===== config.mk =====
export PLATFORM = sky130hd
export DESIGN_NAME = idli_sqi_ctrl
export DESIGN_NICKNAME = d
export VERILOG_FILES = /design/src/rtl/idli_pkg.sv /design/src/rtl/idli_sqi_ctrl.sv
export SDC_FILE = /design/constraint.sdc
export NUM_CORES = 1
export LEC_CHECK = 0
export ABC_AREA = 1
export BUFFER_PORTS_ARGS = -buffer_cell sky130_fd_sc_hd__buf_2
export CAP_MARGIN = 40
export CORE_MARGIN = 2
export CORE_UTILIZATION = 28
export DETAILED_ROUTE_END_ITERATION = 12
export SYNTH_ARGS = -nofsm -noshare
export SYNTH_HDL_FRONTEND = slang
export SYNTH_SLANG_ARGS = --single-unit

===== constraint.sdc =====
create_clock -name i_clk -period 3.8 [get_ports i_clk]
set_input_delay 0.57 -clock i_clk [delete_from_list [all_inputs] [get_ports i_clk]]
set_output_delay 0.57 -clock i_clk [all_outputs]
set_load 0.02 [all_outputs]

===== src/rtl/idli_pkg.sv =====
// Shared types for the idli core: pad direction and SQI controller state.
package idli_pkg;

  typedef enum logic {
    SQI_MODE_IN  = 1'b0,
    SQI_MODE_OUT = 1'b1
  } sqi_mode_t;

  typedef enum logic [2:0] {
    ST_IDLE  = 3'd0,
    ST_CMD   = 3'd1,
    ST_ADDR  = 3'd2,
    ST_DUMMY = 3'd3,
    ST_DATA  = 3'd4,
    ST_END   = 3'd5
  } sqi_state_t;

  localparam logic [7:0] SQI_CMD_READ  = 8'h03;
  localparam logic [7:0] SQI_CMD_WRITE = 8'h02;

endpackage


===== src/rtl/idli_sqi_ctrl.sv =====
// Quad-SPI master for the external code/data SRAM: opcode + 16-bit address,
// then nibble streaming until a stop request lands on a byte boundary.
module idli_sqi_ctrl
  import idli_pkg::*;
#(
  parameter logic [7:0]  CMD_READ     = SQI_CMD_READ,
  parameter logic [7:0]  CMD_WRITE    = SQI_CMD_WRITE,
  parameter int unsigned DUMMY_CYCLES = 2
) (
  input  logic        i_clk,
  input  logic        i_rst_n,
  input  logic        i_req,
  input  logic        i_wr,
  input  logic [15:0] i_addr,
  input  logic        i_stop,
  input  logic [3:0]  i_wdata,
  input  logic        i_wdata_vld,
  output logic        o_wdata_rdy,
  output logic [3:0]  o_rdata,
  output logic        o_rdata_vld,
  output logic        o_busy,
  output logic        o_sqi_cs_n,
  output logic        o_sqi_sck_en,
  output sqi_mode_t   o_sqi_mode,
  output logic [3:0]  o_sqi_sio,
  input  logic [3:0]  i_sqi_sio
);

  localparam logic [2:0] CMD_LAST   = 3'd1;
  localparam logic [2:0] ADDR_LAST  = 3'd3;
  localparam logic [2:0] DUMMY_LAST = 3'(DUMMY_CYCLES - 1);

  sqi_state_t  state;
  sqi_state_t  state_nxt;
  logic [23:0] hdr_sreg;
  logic [2:0]  phase;
  logic        wr_txn;
  logic        parity;
  logic        stop_seen;
  logic        xfer;

  // Pad controls are decoded from the state so CS and direction follow the FSM exactly.
  always_comb begin
    state_nxt    = state;
    o_sqi_cs_n   = 1'b1;
    o_sqi_sck_en = 1'b0;
    o_sqi_mode   = SQI_MODE_IN;
    o_sqi_sio    = 4'h0;
    o_wdata_rdy  = 1'b0;
    xfer         = 1'b0;
    case (state)
      ST_IDLE: begin
        if (i_req) state_nxt = ST_CMD;
      end
      ST_CMD: begin
        o_sqi_cs_n   = 1'b0;
        o_sqi_sck_en = 1'b1;
        o_sqi_mode   = SQI_MODE_OUT;
        o_sqi_sio    = hdr_sreg[23:20];
        if (phase == CMD_LAST) state_nxt = ST_ADDR;
      end
      ST_ADDR: begin
        o_sqi_cs_n   = 1'b0;
        o_sqi_sck_en = 1'b1;
        o_sqi_mode   = SQI_MODE_OUT;
        o_sqi_sio    = hdr_sreg[23:20];
        if (phase == ADDR_LAST) state_nxt = wr_txn ? ST_DATA : ST_DUMMY;
      end
      ST_DUMMY: begin
        o_sqi_cs_n   = 1'b0;
        o_sqi_sck_en = 1'b1;
        if (phase == DUMMY_LAST) state_nxt = ST_DATA;
      end
      ST_DATA: begin
        o_sqi_cs_n = 1'b0;
        if (wr_txn) begin
          o_sqi_mode   = SQI_MODE_OUT;
          o_sqi_sio    = i_wdata;
          o_wdata_rdy  = i_wdata_vld;
          o_sqi_sck_en = i_wdata_vld;
          xfer         = i_wdata_vld;
        end else begin
          o_sqi_sck_en = 1'b1;
          xfer         = 1'b1;
        end
        // parity=1 means this nibble closes a byte, the only legal exit point
        if (xfer && parity && (stop_seen || i_stop)) state_nxt = ST_END;
      end
      ST_END: begin
        state_nxt = ST_IDLE;
      end
      default: begin
        state_nxt = ST_IDLE;
      end
    endcase
  end

  assign o_busy = (state != ST_IDLE);

  always_ff @(posedge i_clk or negedge i_rst_n) begin
    if (!i_rst_n) begin
      state       <= ST_IDLE;
      phase       <= 3'd0;
      hdr_sreg    <= 24'h0;
      wr_txn      <= 1'b0;
      parity      <= 1'b0;
      stop_seen   <= 1'b0;
      o_rdata     <= 4'h0;
      o_rdata_vld <= 1'b0;
    end else begin
      state <= state_nxt;
      phase <= (state_nxt != state) ? 3'd0 : phase + 3'd1;

      if (state == ST_IDLE) begin
        parity    <= 1'b0;
        stop_seen <= 1'b0;
        if (i_req) begin
          wr_txn   <= i_wr;
          hdr_sreg <= {(i_wr ? CMD_WRITE : CMD_READ), i_addr};
        end
      end else begin
        if (i_stop) stop_seen <= 1'b1;
        if (state == ST_CMD || state == ST_ADDR) hdr_sreg <= {hdr_sreg[19:0], 4'h0};
        if (xfer) parity <= ~parity;
      end

      o_rdata_vld <= (state == ST_DATA) && !wr_txn;
      if ((state == ST_DATA) && !wr_txn) o_rdata <= i_sqi_sio;
    end
  end

endmodule

Yosys cells after proc, flatten, opt, wreduce, memory -nomap -nowiden

Index checks and enable logic that the tools add are counted.

Bits in registers: 38
Input bits: 30
Output and inout port bits: 14

Add/sub/neg operators: 1
Eq/ne operators: 8
Mux-type cells: 27
Bitwise logic cells: 1
Reductions and logical operators: 16

Operators by type and width:

| kind                | count |
|---|---|
| $mux 24             | 3 |
| $mux 3              | 7 |
| $pmux 3 s5          | 1 |
| $mux 1              | 12 |
| $eq 3x2->1 const B  | 3 |
| $pmux 4 s2          | 1 |
| $eq 3x1->1 const B  | 2 |
| $reduce_bool 2->1   | 3 |
| $mux 4              | 1 |
| $pmux 1 s2          | 2 |
| $reduce_and 2->1    | 2 |
| $reduce_or 4->1     | 1 |
| $add 3x1->3 const B | 1 |
| $eq 3x3->1 const B  | 1 |
| $logic_and 1x1->1   | 3 |
| $logic_not 3->1     | 1 |
| $ne 3x3->1          | 1 |
| $reduce_bool 3->1   | 1 |
| $reduce_or 3->1     | 1 |
| $logic_or 1x1->1    | 2 |
| $ne 2x2->1 const B  | 1 |
| $reduce_or 2->1     | 1 |
| $logic_not 1->1     | 1 |
| $not 1->1           | 1 |

Longest topological paths before layout

Gate-level depths: netlist (run 1).

Depth in word-level cells: 8
Depth in mapped cells: 9
Depth with buffers taken out: 9

Worst setup path after synthesis (run 1)

OpenSTA, ideal clock, no wires.

Kind: register to output
Start: register state[2]
End: output port o_sqi_sio[0]
Data arrival time: 1435 ps
Required time: 3230 ps
Slack: 1795 ps
Cell stages (with the launch flop): 7
Path buffers: 1
Cell sequence: dfrtp_1 nor2_1 nand2_1 nand2_1 inv_2 buf_2 o21ai_0

Longest elaborated chain between the ends: 3
Elaborated cells between the ends (all ways): 5
Those cells by class: eq/ne (3); mux (1); reduce/logical (1)

RTL lines:

| element                                         | line                 | text |
|---|---|---|
| from (decl)                                     | idli_sqi_ctrl.sv:33  | `sqi_state_t state;` |
| from (signal assigned)                          | idli_sqi_ctrl.sv:111 | `state <= state_nxt;` |
| $eq 3x1->1 / $eq 3x2->1 (equally long branches) | idli_sqi_ctrl.sv:51  | `case (state)` |
| $reduce_or 2->1 (no line)                       | --                   |  |
| $pmux 4 s2 (*)                                  | idli_sqi_ctrl.sv:51  |  |
| to (decl)                                       | idli_sqi_ctrl.sv:25  | `output logic [3:0] o_sqi_sio,` |

Mark *: on every way between the ends. The rest lies on a longest branch, timed or not.

Worst setup path in the final report (run 1)

Start: register state[2]
End: output port o_sqi_sio[3]

The elaborated chain is that of the path after synthesis.

==> results by group, run 1 <==
Worst setup path
  – WP depth: 6
  – CP delay by family, top: flip-flops
  – CP Capture Type: primary output
  – Buf/Inv on CP: 2
  – Max incr delay on CP: roughly 0.46 ns
  – Crit start category: flip-flop
  – Crit path required time: 3.23 ns
  – CP Data Arrival Time: about 1.6 ns
  – Crit path max fanout: 15
  – Critical path's slowest cell: dfrtp_1
  – R2r setup slk: 2.15 ns
  – Worst r2r path cells: 6
  – CP Cell Sequence: nor2_1 -> nand2_1 -> nand2_1 -> inv_2 -> o21ai_0 -> buf_2
  – WS Path Type: flip-flop to primary output
  – Cell mode on critical path: nand2_1

STA
  – Clk_skew: around 0.0066 ns
  – Final setup viols: 0
  – Min cycle time layout: roughly 2.2 ns
  – Worst-Margin Slew: between 0.3 and 0.4 ns
  – RSZ-0062 raised after global routing: false
  – Slew margin rel.: 0.7570
  – Final hold vios: 0
  – F_max: 0.4561 GHz
  – Final Max Slew Viols: 0
  – Min Hold Slack: approximately 0.12 ns
  – Final Cycle Share: 0.5769
  – Setup TNS: 0 ns

Logic synthesis
  – Post-synth top flop: dfrtp_1
  – Post-synthesis compound-gate area fraction: 0.1113
  – Largest area contributor in the netlist: dfrtp_1
  – Synth cell count leaders: nand2_1 (56), dfrtp_1 (38), nor2_1 (31)
  – Most common cell in the netlist: nand2_1
  – Area of the mapped netlist: 1787 µm²
  – Ys Warns: 0
  – Post-Synth XOR/XNOR Area: 0
  – Async SR Flop Fraction: 1.000
  – Distinct cell type count after synthesis: 22
  – Count of flip-flops with a built-in enable after synthesis: 0
  – Synth Register Bits: 38
  – Adder-cell area share of the yosys netlist: 0.02101
  – Syn Nets: ~250
  – Top cells by area, synth: dfrtp_1 (53%), nand2_1 (12%), nor2_1 (6.5%), a31oi_1 (4.2%), inv_1 (4.2%)
  – Sequential-to-total area share from yosys stat: 0.5322
  – Yosys top cell area share: 0.5322
  – Syn Area/Cell: around 8.4 µm²
  – Post-Synth Simple-Gate Area: 0.2542
  – Largest family of logic cells by synthesized area: simple AND/OR/NAND/NOR gates
  – Post-Synthesis Cells: approximately 210
  – Mux cell area share after synthesis: 0.006303

Global route
  – Global-route wire length before repair: around 6.8 mm
  – Antenna violations before repair: 0
  – GRT Resource Usage Total: 0.1205
  – Largest net degree at the start of global routing: 36
  – Number of global-route vias before repair: around 1,500
  – GRT Residual Overflow: 0

Outcome
  – Outcome: complete, no violations

Clock network
  – Resized cells post-CTS: 0
  – Worst skew pair latency: 0.28 ns
  – TritonCTS clock tree: done
  – CTS root buf: clkbuf_8
  – Longest Clk Path Bufs: 2
  – Clock Pin Slew Worst Setup and Hold Paths: around 0.080 ns
  – Setup bufs post-CTS: 0
  – Hold-fix buffers, CTS: 0
  – H-tree depth: 2
  – Clk sink count: 38
  – CTS buffer count: 5

Floorplanning
  – Die X: roughly 84 µm
  – DIE AREA: approximately 7000 µm²
  – Core Box Area: ~6300 µm²
  – I/O Pins: 44
  – Chip height: 83.88 µm
  – Starting Density: 0.2846
  – Core Rows: 29

Pwr
  – Leak Pwr: roughly 0.0011 µW
  – Worst vdd ir: 0.0003725 V
  – P per Cell Area: just over 900 nW/µm²

Detailed routing
  – Residual DRC: 0
  – Vias per cell: between 4 and 5
  – Remaining antenna violation count after routing: 0
  – Routed wire length: 3.982 mm
  – Starting DRC count in detailed routing: 34
  – Via count: around 1,500
  – Drt first pass iters: 4
  – Avg WL per Cell: ~12 µm

Hold path
  – Worst hold path class: primary input to async pin

Run
  – Max Cap Viol: 0

Cells and area
  – Fillcell total: 656
  – Layout cells sized above 1: 0.2451
  – Fin nets: just under 300
  – Area added between synthesis and finish: 22.41%
  – Fin util: 0.3484
  – # diodes: 0

Placed design
  – DP HPWL: 2.893 mm
  – GP Congestion: 0.7967
  – # port buffers: 43
==> stage by stage <==
step / area [µm²] / power, µW / cells / worst slack [ns]
detailed placement: 2074 / 1708 / 327 / 1.920
finish: 2187 / 2037 / 334 / 1.608
CTS: 2187 / 2065 / 334 / 1.597
global route: 2187 / 2236 / 334 / 1.470
floorplan: 1787 / 1496 / 213 / 1.795
global placement: 2054 / 1689 / 326 / 1.954
==> per-layer routing <==
layer  vias to the layer above  part of all wire  track usage
met5                         -                 0            0
met1                       678              0.47       0.1577
li1                        776                 -            -
met3                         5             0.049      0.03363
met2                        34              0.47       0.1927
met4                         0             0.014      0.03959
==> final timing paths <==
path                             from            to
setup / recovery             state[2]  o_sqi_sio[3]
hold / removal                i_rst_n  hdr_sreg[18]
setup reg to reg             state[1]  hdr_sreg[16]
hold reg to reg            o_rdata[1]    o_rdata[1]
max in group asynchronous     i_rst_n    o_rdata[3]
min in group i_clk         o_rdata[1]    o_rdata[1]
==> layout by cell type, fill, tap and decap left out, types with 3 or more instances in the layout <==
cell      instances
dfrtp_1          38
nor2_4            3
o21ai_0          13
inv_1            20
a31oi_1          12
nor2_1           31
nand2_1          56
o22ai_1           6
inv_2             4
buf_2            43
clkbuf_8          6
nand3_1          12
ha_1              3
==> cell families (layout without fill, tap and decap cells) <==
group | after synthesis | after routing
and+or+nand+nor | 106 | 106
buffers and inverters | 31 | 75
muxes | 1 | 1
AOI/OAI and AO/OA | 34 | 34
adders and majority gates | 3 | 3
DFF | 38 | 38
==> power breakdown <==
part / leakage [µW] / internal [µW] / switching, µW / total, µW
sequential: 0.000462 / 606 / 117 / 724
combinational: 0.000582 / 320 / 646 / 966
clock: 0.0000573 / 210 / 138 / 348
total: 0.00110 / 1140 / 901 / 2040
==> sequential cells by signal (all words and copies together), names as in the netlist <==
| signal | flops |
|---|---|
| o_rdata | 4 |
| phase | 3 |
| stop_seen | 1 |
| hdr_sreg | 24 |
| parity | 1 |
| state | 3 |
| o_rdata_vld | 1 |
| wr_txn | 1 |
==> layout make-up <==
type	instances	area, µm²	share of cell area
Sequential cell	38	950.9	0.4348
Multi-Input combinational cell	144	701.9	0.3209
Timing Repair Buffer	44	235.2	0.1076
Tap cell	77	96.34	0.04405
Inverter	24	90.09	0.04119
Clock buffer	6	82.58	0.03776
Clock inverter	1	30.03	0.01373
Power figures use the tool's default switching activity.
==> inputs of run 2 (changes only) <==
Clock period 3.8 ns to 1.8 ns, I/O delays scaled along.
==> results by group, run 2 (same netlist as run 1, synthesis figures left out) <==
Clock network
  – Clock Pin Slew Worst Setup and Hold Paths: 0.08 ns (about the same)
  – Hold-fix buffers, CTS: 0 (unchanged)
  – TritonCTS clock tree: done (unchanged)
  – Clk sink count: 38 (unchanged)
  – H-tree depth: 2 (unchanged)
  – Worst skew pair latency: 0.29 ns (was 0.28 ns)
  – Longest Clk Path Bufs: 2 (unchanged)
  – CTS buffer count: 5 (unchanged)
  – CTS root buf: clkbuf_8 (unchanged)

Cells and area
  – Most frequent cells in the layout: nand2_1 (51), buf_2 (35), dfrtp_1 (34) (was nand2_1 (56), buf_2 (43), dfrtp_1 (38))
  – Biggest regs: hdr_sreg x24, o_rdata x4 (unchanged)
  – Final instance area: 2454 µm² (was 2187 µm²)
  – Fin nets: 302 (was 290)
  – Max FFs per register: 24 (unchanged)
  – Layout cells sized above 1: 0.3519 (was 0.2451)
  – Top reg by flops: hdr_sreg (unchanged)
  – Area added between synthesis and finish: 37.32% (was 22.41%)
  – Post-route insts no fill: 347 (was 334)
  – Commonest non-fill, non-tap cell in the layout: nand2_1 (unchanged)
  – # diodes: 0 (unchanged)

STA
  – Final setup viols: 0 (unchanged)
  – Min cycle time layout: between 1.5 and 2 ns
  – Slew margin rel.: 0.6717 (was 0.7570)
  – Final Max Slew Viols: 0 (unchanged)
  – Clk_skew: 0.002162 ns (was 0.006612 ns)
  – Final Cycle Share: 0.9817
  – F_max: about 0.57 GHz
  – Worst-Margin Slew: 0.4924 ns (was 0.3645 ns)
  – RSZ-0062 raised after global routing: true (was false)
  – Final hold vios: 0 (unchanged)

Hold path
  – Worst hold path class: primary input to async pin (unchanged)

Detailed routing
  – Avg WL per Cell: 12.01 µm (was 11.92 µm)
  – Routed wire length: 4.168 mm (was 3.982 mm)
  – Via count: 1,581 (was 1,493)
  – Drt first pass iters: 4 (unchanged)
  – Starting DRC count in detailed routing: 90 (was 34)
  – Remaining antenna violation count after routing: 0 (unchanged)
  – Vias per cell: 4.556 (was 4.470)
  – Residual DRC: 0 (unchanged)

Worst setup path
  – Crit path required time: 1.53 ns (was 3.23 ns)
  – R2r setup slk: 0.23 ns (was 2.15 ns)
  – Capture point of the worst reg-to-reg path: hdr_sreg[2] (was hdr_sreg[16])
  – Crit start category: flip-flop (unchanged)
  – Crit path max fanout: 5 (was 15)
  – CP Data Arrival Time: 1.50 ns (was 1.62 ns)
  – CP startpoint: state[0] (was state[2])
  – CP Capture Type: primary output (unchanged)
  – WS Path Type: flip-flop to primary output (unchanged)
  – R2R Path Start: state[0] (was state[1])
  – Worst r2r path cells: 9 (was 6)

Global route
  – Number of global-route vias before repair: 1,507 (was 1,455)
  – Antenna violations before repair: 0 (unchanged)
  – Global-route wire length before repair: 7.107 mm (was 6.782 mm)
  – GRT Resource Usage Total: 0.1266 (was 0.1205)
  – Largest net degree at the start of global routing: 39 (was 36)
  – GRT Residual Overflow: 0 (unchanged)

Outcome
  – Outcome: complete, no violations (unchanged)

Floorplanning
  – Chip height: 83.88 µm (unchanged)
  – DIE AREA: 7036 µm² (unchanged)
  – Core Box Area: 6277 µm² (unchanged)
  – Die X: 83.88 µm (unchanged)
  – Core Rows: 29 (unchanged)
  – I/O Pins: 44 (unchanged)
  – Starting Density: 0.2846 (unchanged)

Placed design
  – GP Congestion: 0.8094 (was 0.7967)
  – # port buffers: 43 (unchanged)
  – DP HPWL: 2.825 mm (was 2.893 mm)
  – Placed Instances: 329 (was 327)
  – Placed cell areas: 2077 µm² (was 2074 µm²)

Pwr
  – Worst vdd ir: 0.001013 V (was 0.0003725 V)
  – Leak Pwr: 0.001199 µW (was 0.001102 µW)
  – P per Cell Area: 2034 nW/µm² (was 931.5 nW/µm²)

Run
  – Max Cap Viol: 0 (unchanged)
[run 2: cell count changes in the layout (fill, tap and decap cells not counted), sizes merged]
| cell | delta |
|---|---|
| buf | +12 |
| bufinv | +1 |
[run 2: how the worst max path moves through the flow]
stage          cells after the start      endpoint  slack, ns
5_1_grt                            7   o_wdata_rdy      -0.05
3_3_place_gp                       8  hdr_sreg[16]       0.24
3_5_place_dp                       8  hdr_sreg[16]       0.18
6_report                           7   o_wdata_rdy       0.03
4_1_cts                            7  o_sqi_sio[2]      0.002
2_1_floorplan                      6  o_sqi_sio[0]       0.09
[run 2: repair_timing]
action,in CTS,in global routing
endpoints found under the setup margin,5,7
gates resized for setup,7,44
pin swaps,1,6
buffers inserted,5,5
[run 2: metrics by stage]
| step | power [µW] | setup TNS [ns] | setup WS, ns | util | hold slack [ns] |
|---|---|---|---|---|---|
| after floorplan | 3159 | 0 | 0.09468 | - | -0.02559 |
| after global placement | 3608 | 0 | 0.2393 | 0.3309 | 0.3580 |
| after detailed placement | 3652 | 0 | 0.1794 | 0.3309 | 0.3578 |
| after CTS | 4644 | 0 | 0.001558 | 0.3616 | 0.03861 |
| after global routing | 5463 | -0.2306 | -0.04763 | 0.3909 | 0.05434 |
| final | 4992 | 0 | 0.03297 | 0.3909 | 0.01931 |
[run 2: where the power goes]
group / internal (µW) / total [µW] / leakage, µW / switching, µW
Sequential: 1290 / 1550 / 0.000457 / 257
Clock: 591 / 901 / 0.0000714 / 310
Combinational: 990 / 2540 / 0.000670 / 1560
Total: 2870 / 4990 / 0.00120 / 2120
[run 2: layer usage]
metal  track usage  part of all wire
met5             0                 0
met4       0.03959             0.018
met3       0.03462             0.041
met2        0.1971              0.47
met1        0.1714              0.47
[run 2: critical path, cell delays in order, from the launching register on]
cell and delay (ns):
dfrtp_2 0.47, inv_2 0.11, nand2_2 0.07, nor2_4 0.13, buf_6 0.14, nand2_2 0.05, nor2_1 0.10, buf_4 0.14
[run 2: area by class of cell]
type,instances,area [µm²]
clock inverter,2,60.06
tap,77,96.34
inverter,24,102.6
timing repair buffer,56,362.8
sequential,38,955.9
fill,660,3824
multi-input combinational,144,793.3
clock buffer,6,82.58
